**config.mk**
```make
export PLATFORM = sky130hd
export DESIGN_NAME = serial_addsub
export DESIGN_NICKNAME = d
export VERILOG_FILES = /design/src/rtl/serial_addsub.sv
export SDC_FILE = /design/constraint.sdc
export NUM_CORES = 1
export LEC_CHECK = 0
export CORE_MARGIN = 5
export CORE_UTILIZATION = 40
export CTS_BUF_LIST = sky130_fd_sc_hd__clkbuf_16
export DETAILED_ROUTE_END_ITERATION = 12
export PLACE_DENSITY_LB_ADDON = 0.1
export SLEW_MARGIN = 20
export SYNTH_ARGS = -nofsm -noshare
export SYNTH_HDL_FRONTEND = slang
export SYNTH_SLANG_ARGS = --single-unit
```
**constraint.sdc**
```tcl
create_clock -name clk -period 6.7 [get_ports clk]
set_clock_uncertainty 0.2 [all_clocks]
set_input_delay 1.34 -clock clk [delete_from_list [all_inputs] [get_ports clk]]
set_output_delay 1.34 -clock clk [all_outputs]
set_load 0.02 [all_outputs]
```
**src/rtl/serial_addsub.sv**
```systemverilog
// Bit-serial adder/subtractor: one full-adder slice reused per clock,
// WIDTH+1 cycles per operation under a start/busy/done handshake.
//
// Ports:
//   clk, rst (async, active-high)
//   start, op (0 = a - b, 1 = a + b), a, b    -- request, sampled on clk
//   busy, done                                -- handshake status
//   result, cout, ovf, zero                   -- held until next completion
module serial_addsub #(
    parameter int WIDTH = 4
) (
    input  logic             clk,
    input  logic             rst,
    input  logic             start,
    input  logic             op,
    input  logic [WIDTH-1:0] a,
    input  logic [WIDTH-1:0] b,
    output logic             busy,
    output logic             done,
    output logic [WIDTH-1:0] result,
    output logic             cout,
    output logic             ovf,
    output logic             zero
);

    typedef enum logic [1:0] {
        IDLE,
        SHIFT,
        DONE
    } state_t;

    localparam int CW = $clog2(WIDTH + 1);

    state_t           state;
    logic [WIDTH-1:0] a_r;
    logic [WIDTH-1:0] b_r;
    logic [WIDTH-1:0] res_sr;
    logic             op_r;
    logic [CW-1:0]    cnt;
    logic             c;

    logic [WIDTH-1:0] a_sh;
    logic [WIDTH-1:0] b_sh;
    logic             a_i;
    logic             b_i;
    logic             sum;
    logic             c_nxt;
    logic             last;
    logic [WIDTH-1:0] next_res;

    // Captured operands stay intact; the current bit is selected by shifting
    // a copy so the index width works for every WIDTH including 1.
    always_comb begin
        a_sh  = a_r >> cnt;
        b_sh  = b_r >> cnt;
        a_i   = a_sh[0];
        b_i   = b_sh[0] ^ ~op_r;
        sum   = a_i ^ b_i ^ c;
        c_nxt = (a_i & b_i) | (a_i & c) | (b_i & c);
        last  = (cnt == CW'(WIDTH - 1));
    end

    // Sum bits enter at the MSB end, so after WIDTH shifts bit 0 sits at LSB.
    generate
        if (WIDTH == 1) begin : g_res1
            assign next_res = sum;
        end else begin : g_resn
            assign next_res = {sum, res_sr[WIDTH-1:1]};
        end
    endgenerate

    always_ff @(posedge clk or posedge rst) begin
        if (rst) begin
            state  <= IDLE;
            a_r    <= '0;
            b_r    <= '0;
            op_r   <= 1'b0;
            res_sr <= '0;
            cnt    <= '0;
            c      <= 1'b0;
            busy   <= 1'b0;
            done   <= 1'b0;
            result <= '0;
            cout   <= 1'b0;
            ovf    <= 1'b0;
            zero   <= 1'b0;
        end else begin
            unique case (state)
                IDLE: begin
                    done <= 1'b0;
                    if (start) begin
                        a_r   <= a;
                        b_r   <= b;
                        op_r  <= op;
                        cnt   <= '0;
                        // Subtract is a + ~b + 1: the +1 is the initial carry.
                        c     <= ~op;
                        busy  <= 1'b1;
                        state <= SHIFT;
                    end
                end
                SHIFT: begin
                    res_sr <= next_res;
                    c      <= c_nxt;
                    cnt    <= cnt + CW'(1);
                    if (last) begin
                        result <= next_res;
                        // Borrow is the inverted carry of a + ~b + 1.
                        cout   <= op_r ? c_nxt : ~c_nxt;
                        // c is the carry into the MSB on the last bit.
                        ovf    <= c ^ c_nxt;
                        zero   <= (next_res == '0);
                        busy   <= 1'b0;
                        done   <= 1'b1;
                        state  <= DONE;
                    end
                end
                DONE: begin
                    done <= 1'b0;
                    if (start) begin
                        a_r   <= a;
                        b_r   <= b;
                        op_r  <= op;
                        cnt   <= '0;
                        c     <= ~op;
                        busy  <= 1'b1;
                        state <= SHIFT;
                    end else begin
                        state <= IDLE;
                    end
                end
                default: begin
                    busy  <= 1'b0;
                    done  <= 1'b0;
                    state <= IDLE;
                end
            endcase
        end
    end

endmodule

```
==> results.tsv <==
stage	metric	value	unit
drt	post_drt_wl_per_cell	13.22	um
sta	rsz0062_at_grt	no	
logic_synthesis	synth.distinct_cells	28	
outcome	status	complete, no violations	
sta	setup-tns-final	0	ps
sta	fmax	0.3227	GHz
pwr	netSwitchingPower	0.2696	mW
worst_setup_path	crit_path_max_incr_delay	740	ps
logic_synthesis	yosysMostFrequentCell	dfrtp_1	
pwr	p_leak	0.6688	nW
logic_synthesis	async_flop_share	1.000	
sta	min_period	3099	ps
clocking	path_clk_slew	70	ps
finish	design_area	1515	um^2
worst_setup_path	rr_startpoint	cnt[0]	
clocking	cts_resized	0	
logic_synthesis	netlist_instances	96	
pwr	p_int	0.5222	mW
logic_synthesis	synth_nets	111	
logic_synthesis	synth-edff-count	0	
clocking	post_cts_buffers	0	
drt	drt-initial-drc-count	15	
worst_setup_path	r2r_slack	4150	ps
worst_hold_path	whs_endpoint	result[3]	
worst_setup_path	critical_path.endpoint_type	flip-flop	
global_route	overflow	0	
sta	relSlewSlack	0.4018	
drt	viasPerCell	5.034	
sta	report.final.setup_viol	0	
clocking	cts_tree	built	
clocking	cts_root_buffer	clkbuf_16	
floorplanning	core	3003	um^2
clocking	h-tree-depth	1	
drt	drt-pass1-iter-count	4	
worst_setup_path	rr_endpoint	zero	
logic_synthesis	post_synth_main_area_contributors	dfrtp_1 55%, mux2_2 12%, o21ai_0 2.8%	
worst_setup_path	worstPathCellList	clkdlybuf4s50_1 -> nor2b_1 -> mux2_2	
clocking	insertion_delay	260	ps
sta	fin_crit_sh	0.4625	
clocking	hold_buffers	0	
floorplanning	rows	20	
global_route	grt_max_degree	28	
place	place_hpwl	1.443	mm
place	post_dp_cell_area	1433	um^2
logic_synthesis	ys_warn_count	0	
finish	nets	131	
global_route	grt.total_usage	0.1075	
global_route	antenna_found_initial	0	
global_route	grt_pass1_vias	780	
pwr	irDropWorstVdd	0.1708	mV
worst_setup_path	critPathRequiredTime	6650	ps
worst_setup_path	r2r_cells	6	
drt	drc_errors	0	
clocking	numClockSinks	27	
finish	drive_above_1_share	0.1826	
worst_setup_path	crit_slowest_cell	nor2b_1	
sta	finalHoldViolCount	0	
pwr	pwr-share-seq	0.383	
clocking	cts_buffers	3	
worst_setup_path	criticalPathCategory	input pin to flip-flop	
pwr	swShare	0.3405	
drt	ant_nets	0	
worst_hold_path	whs_path_depth	2	
place	portBuffers	20	
logic_synthesis	synth_area	1231	um^2
logic_synthesis	synthFlopType	dfrtp_1	
logic_synthesis	synth_common_cells	27 x dfrtp_1, 13 x mux2_2, 9 x nand2_1, 7 x o21ai_0	
drt	wl	1.957	mm
floorplanning	ioPinCount	21	
floorplanning	die_area	4288	um^2
logic_synthesis	yosysTopAreaCell	dfrtp_1	
pwr	pwr-share-comb	0.442	
worst_hold_path	min-delay-start	result[3]	
worst_hold_path	hp-class	flip-flop to flip-flop	
sta	drv_slew	0	
logic_synthesis	synth-seq-cells	27	
global_route	grt_pass1_wl	3.525	mm
drt	via_count	745	
pwr	p_clk_frac	0.175	
flow_run	cap_violations	0	
place	gp_congestion	0.7321	
floorplanning	die_h	65.48	um
logic_synthesis	yosysSeqAreaShare	0.5488	
finish	area_growth	23.07	%
worst_setup_path	crit_arrival	3050	ps
clocking	cts.path.max_buffers	2	
floorplanning	start_util	0.4100	
worst_setup_path	startpoint_type	input pin	
worst_setup_path	path_max_fanout	11	
floorplanning	fp.dieW	65.48	um
sta	tightest_slew	895.5	ps
logic_synthesis	synth.avg_cell_area	12.82	um^2
finish	diodes	0	
logic_synthesis	netlist.area_leader.share	0.5488	
pwr	power_density	522.6	nW/um^2
routing by layer:
metal  wire length (um)  share of wire  track usage  vias up
met5                  0              0            0        -
met4                 23          0.012      0.03886        0
met3                 76          0.039      0.02735        4
met2                963           0.49       0.1846       14
met1                893           0.46       0.1295      366
li1                   -              -            -      361
worst max path at each step:
| stage | from | end | slack [ps] | depth (start not counted) |
|---|---|---|---|---|
| floorplan | cnt[0] | zero | 4300 | 6 |
| global placement | start | b_r[1] | 3340 | 3 |
| detailed placement | start | a_r[3] | 3290 | 3 |
| CTS | start | a_r[3] | 3570 | 3 |
| global route | start | a_r[3] | 3390 | 3 |
| finish | start | a_r[3] | 3600 | 3 |
state kept, by name, indices dropped and copies added, names as in the netlist, 2 cells and up:
name	count
state	2
b_r	4
result	4
a_r	4
cnt	3
res_sr	3
stage by stage:
step,hold slack [ps],util,power [mW],setup slack (ps),std cells
2_1_floorplan,271.8,-,0.5725,4301,96
3_3_place_gp,260.5,0.4771,0.6614,3341,144
3_5_place_dp,269.4,0.4771,0.6664,3287,144
4_1_cts,284.5,0.5046,0.8041,3566,148
5_1_grt,317.2,0.5046,0.8599,3393,148
6_report,274.7,0.5046,0.7919,3601,148
cell families after synthesis:
group | share of synthesized area
compound gates | 0.06200
xor+xnor | 0.02846
fa+ha+maj | 0.03658
buf+inv | 0.04777
flops | 0.5488
mux | 0.1789
simple gates | 0.09756
critical path, delay by kind of cell:
family | cells | cell delay, ps
buffers and inverters | 1 | 550
muxes | 1 | 410
and+or+nand+nor | 1 | 740
power by group through the flow:
| stage | registers [mW] | logic (mW) | clock network [mW] |
|---|---|---|---|
| finish | 0.303 | 0.350 | 0.139 |
| CTS | 0.306 | 0.358 | 0.140 |
| global route | 0.316 | 0.396 | 0.148 |
| global placement | 0.307 | 0.355 | 0 |
| detailed placement | 0.310 | 0.357 | 0 |
| floorplan | 0.314 | 0.259 | 0 |
final cells by class:
| cell class | count | area (um^2) |
|---|---|---|
| sequential | 27 | 675.6 |
| inverter | 5 | 18.77 |
| tap | 33 | 41.29 |
| multi-input combinational | 59 | 496.7 |
| clock inverter | 1 | 7.507 |
| fill | 276 | 1488 |
| clock buffer | 3 | 75.07 |
| timing repair buffer | 20 | 200.2 |
cell usage in the layout, fill, tap and decap left out:
master	netlist	routed
o21ai_0	7	7
o31ai_1	1	1
nor2_1	5	5
ha_1	2	2
nand2_1	9	9
xor2_1	1	1
o21a_1	1	1
mux4_2	1	1
nand3_1	1	1
nand2b_1	2	2
mux2_4	1	1
a22o_1	1	1
inv_2	0	1
clkinvlp_4	0	1
or2b_1	1	1
mux2i_1	1	1
xnor2_1	3	3
nor2b_1	2	2
mux2_2	13	13
or4b_1	1	1
a21o_1	1	1
mux4_1	1	1
a21oi_1	2	2
clkbuf_16	0	3
dfrtp_1	27	27
nand3b_4	1	1
fa_1	1	1
inv_1	5	4
clkdlybuf4s50_1	0	20
Note: power is estimated with default switching activity, not from simulation.
